[src/rtl/pkt_rr_sched.sv]
// Round-robin scheduler sharing one DEPTH-entry FIFO among N_FLOW flows, with a per-flow occupancy cap.
// Head is first-word fall-through, pushes visible one cycle later; grants withheld when full or flow at cap.
module pkt_rr_sched #(
    parameter int N_FLOW   = 4,
    parameter int DATA_W   = 32,
    parameter int DEPTH    = 16,
    parameter int FLOW_CAP = 8,
    parameter int FW       = (N_FLOW > 1) ? $clog2(N_FLOW) : 1,
    parameter int CW       = $clog2(DEPTH + 1)
) (
    input  logic                       clk,
    input  logic                       rst,
    input  logic [N_FLOW-1:0]          in_valid,
    input  logic [N_FLOW*DATA_W-1:0]   in_data,
    output logic [N_FLOW-1:0]          in_ready,
    output logic                       out_valid,
    output logic [DATA_W-1:0]          out_data,
    output logic [FW-1:0]              out_flow,
    input  logic                       out_deque_en,
    output logic [CW-1:0]              occ,
    output logic [N_FLOW-1:0]          flow_full
);
    localparam int PW  = $clog2(DEPTH);
    localparam int FCW = $clog2(FLOW_CAP + 1);

    logic [DATA_W-1:0] r_mem_dat  [DEPTH];
    logic [FW-1:0]     r_mem_flow [DEPTH];
    logic [PW-1:0]     r_wr_ptr;
    logic [PW-1:0]     r_rd_ptr;
    logic [CW-1:0]     r_count;
    logic [FW-1:0]     r_rr_ptr;
    logic [FCW-1:0]    r_flow_cnt [N_FLOW];

    logic [N_FLOW-1:0] w_elig;
    logic              w_found;
    logic [FW-1:0]     w_gnt_id;
    logic              w_push;
    logic              w_pop;
    logic [FW-1:0]     w_head_flow;

    // Full is judged on the registered count only: a same-cycle pop never frees room.
    always_comb begin
        for (int i = 0; i < N_FLOW; i++) begin
            w_elig[i] = in_valid[i] && !rst
                        && (r_flow_cnt[i] < FCW'(FLOW_CAP))
                        && (r_count < CW'(DEPTH));
        end
    end

    always_comb begin : p_arb
        logic [FW:0] idx;
        w_found  = 1'b0;
        w_gnt_id = '0;
        in_ready = '0;
        idx      = '0;
        for (int k = 0; k < N_FLOW; k++) begin
            idx = {1'b0, r_rr_ptr} + (FW+1)'(k);
            if (idx >= (FW+1)'(N_FLOW)) begin
                idx = idx - (FW+1)'(N_FLOW);
            end
            if (!w_found && w_elig[idx[FW-1:0]]) begin
                w_found                 = 1'b1;
                w_gnt_id                = idx[FW-1:0];
                in_ready[idx[FW-1:0]]   = 1'b1;
            end
        end
    end

    assign w_push      = w_found;
    assign out_valid   = (r_count != '0);
    assign w_pop       = out_valid && out_deque_en;
    assign w_head_flow = r_mem_flow[r_rd_ptr];
    assign out_flow    = w_head_flow;
    assign out_data    = r_mem_dat[r_rd_ptr];
    assign occ         = r_count;

    always_comb begin
        for (int i = 0; i < N_FLOW; i++) begin
            flow_full[i] = (r_flow_cnt[i] == FCW'(FLOW_CAP));
        end
    end

    always_ff @(posedge clk) begin
        if (w_push) begin
            r_mem_dat[r_wr_ptr]  <= in_data[DATA_W*int'(w_gnt_id) +: DATA_W];
            r_mem_flow[r_wr_ptr] <= w_gnt_id;
        end
    end

    always_ff @(posedge clk or posedge rst) begin
        if (rst) begin
            r_wr_ptr <= '0;
            r_rd_ptr <= '0;
            r_count  <= '0;
            r_rr_ptr <= '0;
            for (int i = 0; i < N_FLOW; i++) begin
                r_flow_cnt[i] <= '0;
            end
        end else begin
            if (w_push) begin
                r_wr_ptr <= (r_wr_ptr == PW'(DEPTH-1)) ? '0 : r_wr_ptr + 1'b1;
                r_rr_ptr <= (w_gnt_id == FW'(N_FLOW-1)) ? '0 : w_gnt_id + 1'b1;
            end
            if (w_pop) begin
                r_rd_ptr <= (r_rd_ptr == PW'(DEPTH-1)) ? '0 : r_rd_ptr + 1'b1;
            end
            if (w_push && !w_pop) begin
                r_count <= r_count + 1'b1;
            end else if (w_pop && !w_push) begin
                r_count <= r_count - 1'b1;
            end
            for (int i = 0; i < N_FLOW; i++) begin
                if ((w_push && w_gnt_id == FW'(i)) && !(w_pop && w_head_flow == FW'(i))) begin
                    r_flow_cnt[i] <= r_flow_cnt[i] + 1'b1;
                end else if (!(w_push && w_gnt_id == FW'(i)) && (w_pop && w_head_flow == FW'(i))) begin
                    r_flow_cnt[i] <= r_flow_cnt[i] - 1'b1;
                end
            end
        end
    end
endmodule

[config.mk]
export PLATFORM = sky130hd
export DESIGN_NAME = pkt_rr_sched
export DESIGN_NICKNAME = d
export VERILOG_FILES = /design/src/rtl/pkt_rr_sched.sv
export SDC_FILE = /design/constraint.sdc
export NUM_CORES = 1
export LEC_CHECK = 0
export BUFFER_PORTS_ARGS = -buffer_cell sky130_fd_sc_hd__clkbuf_2
export CAP_MARGIN = 20
export CORE_ASPECT_RATIO = 0.7
export CORE_MARGIN = 10
export CORE_UTILIZATION = 30
export CTS_CLUSTER_SIZE = 12
export DETAILED_ROUTE_END_ITERATION = 8
export PLACE_DENSITY = 0.47
export SLEW_MARGIN = 20
export SYNTH_ARGS = -nofsm -noshare
export SYNTH_HDL_FRONTEND = slang
export SYNTH_SLANG_ARGS = --single-unit
[constraint.sdc]
create_clock -name clk -period 8.1 [get_ports clk]
set_input_delay 0 -clock clk [delete_from_list [all_inputs] [get_ports clk]]
set_output_delay 0 -clock clk [all_outputs]
set_load 0.1 [all_outputs]
==> flow_summary.ini, run 1 <==
[grt]
grt_pass1_wl_mm = 86.2
grt.total_usage = 0.126
grt_overflow_total = 0
grt_start_max_net_pins = 65
grt_pass1_vias = 12500
antenna_found_initial = 1

[route]
first_iter_violations = 741
routed_wl_mm = 59.0
drtPass1Iterations = 5
ant_nets = 0
vias = 11800
wl_per_cell_um = 24.2
post_drt_via_cell_ratio = 4.84
route.detailed.drc = 0

[critical_path]
required_ns = 8.59
critical-path-top-delay-family = buffers and inverters
worstPathCellList = buf_4 > mux4_2 > mux4_2 > or3_1 > ha_1 > inv_1 > ha_1 > a21o_1 > a21oi_1 > xnor2_1 > nor2_1 > xor2_1
critPathKind = flip-flop to flip-flop
critPathMaxStageDelay_ns = 0.88
crit_path_end_kind = flip-flop
crit_path_top_delay_cell = buf_4
crit_fanout = 64
arrival_ns = 4.89
worst-r2r-setup-slack_ns = 3.70
cp.buffers_inverters = 2
startpoint_type = flip-flop

[timing]
hold_viol_final = 0
slew-limit-headroom = 0.293
slew_viol_final = 0
period_share = 0.543
worst_slew_pin_slew_ns = 1.06
rsz0062_at_grt = no
fin_crit_ns = 4.40
setup_viol = 0
fmax_mhz = 227
fin_skew_ns = 0.0263
setup_tns_ns = 0

[clock_network]
cts_setup_buffers = 0
cts-root-buf = clkbuf_16
clock-sinks = 575
cts_buffer_depth = 3
hold_buffers = 5
cts_htree_levels = 2
tritoncts = yes
cts_resized = 0
cts_made_buffers = 58
cts.clk_slew.worst_paths_ns = 0.06
worstSkewPairLatency_ns = 0.62

[placement]
postPlaceCellArea_um2 = 26200
hpwlAfterDp_mm = 31.8
gp_congestion = 0.766
port_buffers = 182

[yosys]
synth_area_per_cell_um2 = 21.2
synthCells = 1126
ys_seq_elements = 575
synth-async-reset-ratio = 0.0539
synth_seq_area_share = 0.716
yosysUniqueCellTypes = 51
yosysWarnings = 0
synth-edff-count = 544
netlist_area_um2 = 23900
synth_nets = 1291
synthFlopType = edfxtp_1

[layout]
drive_above_1_share = 0.374
area.sequential_um2 = 17100
layout_commonest_cell = edfxtp_1
area_growth_syn_to_layout_pct = 17.3
n_fill_cell = 7381
final_cell_mix = edfxtp_1, clkbuf_2, mux4_2, mux2i_1, clkbuf_16
multi_input_area_um2 = 6600
antenna_cells = 0
stdcell_area_um2 = 28000
fin_nets = 1511

[outcome]
status = finished clean

[floorplanning]
rows = 86
fp.dieH_um = 256
dieArea_um2 = 91500
core_area_um2 = 78800
ios = 183
die_w_um = 357
initial_core_util = 0.303

[power]
power.density_nw_per_um2 = 441
max-vdd-ir-drop_uv = 403
total_power_uw = 12400
leakage_uw = 0.00906

[run]
drv_cap = 0

[hold_path]
worstHoldPathType = input port to flip-flop
==> Yosys cell counts, drive strengths merged (12+ instances only) <==
cell      n  area (um2)
nor2     32         128
buf      34         257
a21oi    12        60.1
ha       25         313
nor3     12        65.1
mux4    172        3870
o21ai    18        93.8
dfrtp    31         776
clkbuf   23        86.3
nand2    25        93.8
xnor2    17         149
mux2i    97         971
edfxtp  544       16300
inv      12        57.6
==> cells by family after synthesis <==
group                    Yosys count  share of synthesized area
flip-flops                       575                      0.716
multiplexers                     274                      0.205
AND/OR/NAND/NOR                   95                     0.0194
buffers and inverters             70                     0.0169
AO/OA/AOI/OAI                     59                     0.0164
adder cells (fa/ha/maj)           30                     0.0173
XOR/XNOR                          23                    0.00843
==> flip-flops by register name, indices dropped and copies added, names as in the netlist <==
register and flops:
r_rd_ptr 4, occ 5, r_flow_cnt 16, r_mem_dat 512
r_rr_ptr 2, r_mem_flow 32, r_wr_ptr 4
==> metrics by stage <==
step	util	worst slack (ns)	hold slack, ns	instances
after floorplan	-	3.37	0.104	1126
after global placement	0.332	3.60	0.149	2337
after detailed placement	0.332	3.50	0.150	2337
after CTS	0.354	3.49	0.0295	2436
after global routing	0.356	3.34	0.0618	2436
final	0.356	3.70	0.0390	2436
==> power breakdown <==
group / leakage (uW) / switching (uW) / internal [uW]
Clock: 0.000834 / 1100 / 1390
Combinational: 0.00295 / 3710 / 1710
Sequential: 0.00527 / 239 / 4210
Total: 0.00906 / 5050 / 7310
==> worst paths after layout <==
kind | to | cells after the start | start
min | r_mem_dat[13][10] | 3 | in_data[42]
min in group asynchronous | r_flow_cnt[9] | 4 | rst
max reg2reg | r_flow_cnt[15] | 12 | r_rd_ptr[1]
min reg2reg | r_flow_cnt[11] | 1 | r_flow_cnt[11]
max in group asynchronous | r_rd_ptr[1] | 4 | rst
max | r_flow_cnt[15] | 12 | r_rd_ptr[1]
==> layer usage <==
metal,vias up,part of all wire,global-route usage
li1,5134,-,-
met1,6279,0.46,0.176
met2,315,0.47,0.203
met3,66,0.054,0.0233
met4,0,0.015,0.0258
met5,-,0,0
==> layout make-up <==
cell class / instances / area share
Inverter: 13 / 0.00219
Clock inverter: 16 / 0.00599
Clock buffer: 78 / 0.0553
Sequential cell: 575 / 0.611
Timing Repair Buffer: 217 / 0.0423
Multi-Input combinational cell: 481 / 0.236
Tap cell: 1056 / 0.0472
==> worst min-delay path, stage by stage <==
cell	delay, ns
clkbuf_2	0.08
mux2i_1	0.14
mux2i_2	0.21
(Power assumes the default switching activity.)
==> run 2: changes to the inputs <==
Settings changed: ABC_AREA from default to 1.
Clock period 8.1 ns to 4.2 ns, I/O delays scaled along.
==> run 2 against run 1 <==
Effect of this change: synthesized cell count rose by 87%; critical path depth fell by 5; worst hold slack improved by 0.053 ns; core utilization fell by 0.42 points; final area rose by 1.5%; wire length rose by 25%.
==> flow_summary.ini, run 2 <==
[grt]
grt_start_max_net_pins = 125
grt.total_usage = 0.152
grt_pass1_vias = 16700
grt_overflow_total = 0
antenna_found_initial = 0
grt_pass1_wl_mm = 109

[yosys]
yosys-top-cells-count = edfxtp_1, nand2_1, nor2_1, o21ai_0, nand3_1
synth.area.top_cells = edfxtp_1, o21ai_0, nand2_1, nor2_1, dfrtp_1
synthFlopType = edfxtp_1
yosysTopAreaCell = edfxtp_1
yosysWarnings = 0
yosysUniqueCellTypes = 35
synth_top_cell_area_share = 0.665
synthCells = 2104
yosysMostFrequentCell = edfxtp_1
synth-edff-count = 544
synth_area_per_cell_um2 = 11.7
synth_seq_area_share = 0.696
netlist_area_um2 = 24600
synth_nets = 2269
synth-async-reset-ratio = 0.0539
ys_seq_elements = 575

[clock_network]
hold_buffers = 2
cts_resized = 0
cts_made_buffers = 56
worstSkewPairLatency_ns = 0.63
cts-root-buf = clkbuf_16
cts_htree_levels = 2
cts_buffer_depth = 3
tritoncts = yes
clock-sinks = 575
cts.clk_slew.worst_paths_ns = 0.07
cts_setup_buffers = 0

[run]
drv_cap = 0

[layout]
final_cell_mix = edfxtp_1, nand2_1, nor2_1, o21ai_0, clkbuf_2
regMostFlops = r_mem_dat
drive_above_1_share = 0.146
area.sequential_um2 = 17100
reg_top3 = r_mem_dat x512, r_mem_flow x32, r_flow_cnt x16
largest_reg_flops = 512
layout_commonest_cell = edfxtp_1
antenna_cells = 0
n_fill_cell = 7946
fin_nets = 2422
area_growth_syn_to_layout_pct = 15.7
multi_input_area_um2 = 6790
finalNonFillerCells = 3358

[route]
post_drt_via_cell_ratio = 5.07
vias = 17000
first_iter_violations = 1542
wl_per_cell_um = 22.0
drtPass1Iterations = 5
routed_wl_mm = 73.9
route.detailed.drc = 0
ant_nets = 0

[floorplanning]
core_area_um2 = 80900
die_w_um = 362
fp.dieH_um = 259
rows = 87
ios = 183
initial_core_util = 0.304
dieArea_um2 = 93900

[critical_path]
crit_path_end = out_data[4]
critPathKind = flip-flop to primary output
reg2reg_to = r_flow_cnt[11]
worst-r2r-setup-slack_ns = 0.45
crit_path_end_kind = primary output
crit_path_frequent_cell = buf_4
ff2ff_path_depth = 20
cp.depth = 7
arrival_ns = 3.85
crit_path_top_delay_cell = buf_4
required_ns = 4.20
worstPathCellList = buf_4 > buf_4 > o21ai_0 > o221ai_1 > o211ai_1 > nand3_1 > clkbuf_2
critPathMaxStageDelay_ns = 0.82
cp.buffers_inverters = 3
cp-startpoint = r_rd_ptr[0]
startpoint_type = flip-flop
r2r-start = r_rr_ptr[0]
critical-path-top-delay-family = buffers and inverters
crit_fanout = 98

[timing]
period_share = 0.918
fmax_mhz = 259
slew_viol_final = 0
rsz0062_at_grt = no
worst_slew_pin_slew_ns = 1.03
fin_ws_ns = 0.346
setup_viol = 0
slew-limit-headroom = 0.312
hold_viol_final = 0
fin_crit_ns = 3.85
fin_skew_ns = 0.0234
setup_tns_ns = 0

[placement]
gp_congestion = 0.769
pre_cts_ws_ns = 0.481
dp.cells = 3265
port_buffers = 182
hpwlAfterDp_mm = 42.6

[outcome]
status = finished clean

[hold_path]
worstHoldPathType = input port to async pin
[run 2: cell count changes in the layout (fill, tap and decap cells not counted), moves of 82 or more]
cell and delta:
mux4_2 -172, nand2_1 +342, nand3_1 +135, nor2_1 +276, o21ai_0 +274, o22ai_1 +82
[run 2: routing by layer]
metal,GRT usage,routed length (um),up-vias
li1,-,-,7900
met1,0.215,34900,8649
met2,0.245,34200,387
met3,0.0245,3620,90
met4,0.0335,1210,0
met5,0,0,-
[run 2: cell families after synthesis]
family | Yosys count | share of synthesized area
AND/OR/NAND/NOR | 839 | 0.140
flip-flops | 575 | 0.696
AO/OA/AOI/OAI | 462 | 0.109
buffers and inverters | 181 | 0.0323
adder cells (fa/ha/maj) | 30 | 0.0168
XOR/XNOR | 16 | 0.00570
multiplexers | 1 | 0.000458
[run 2: worst reg2reg max path, stage by stage (launching register included)]
cell     delay (ns)
dfrtp_1        0.55
inv_2          0.14
ha_1           0.38
inv_1          0.11
nand3_1        0.08
nand2_1        0.15
nand3_2        0.13
nand3_2        0.09
nand2_2        0.19
inv_2          0.33
nand2_1        0.13
inv_1          0.07
ha_1           0.21
inv_1          0.11
ha_1           0.28
a21o_1         0.17
a21oi_1        0.16
nor2_1         0.06
nor2_1         0.09
nand2_1        0.07
xor2_1         0.14
[run 2: worst min-delay path by stage]
stage | slack, ns | cells after the start | end
floorplan | 0.10 | 1 | occ[0]
global placement | 0.16 | 3 | r_rr_ptr[1]
detailed placement | 0.16 | 3 | r_rr_ptr[1]
CTS | 0.06 | 4 | occ[0]
global route | 0.12 | 4 | r_rr_ptr[1]
finish | 0.09 | 4 | r_rr_ptr[1]
[run 2: final cells by class]
class                   count  share of cell area
inverters                  47             0.00652
multi-input cells        1348               0.239
clock inverters             7             0.00238
clock buffers              84              0.0549
well taps                1068              0.0470
repair buffers            229              0.0477
flip-flops and latches    575               0.602
[run 2: per-stage QoR]
stage / cell area, um2 / util / hold slack [ns]
finish: 28400 / 0.351 / 0.0920
detailed placement: 26800 / 0.331 / 0.162
CTS: 28400 / 0.351 / 0.0590
global route: 28400 / 0.351 / 0.119
floorplan: 24600 / - / 0.104
global placement: 26800 / 0.331 / 0.157
Power of run 2 is left out: the tool's default activity adds up to more than one toggle a clock period on the data nets, which glitch-free logic cannot reach.
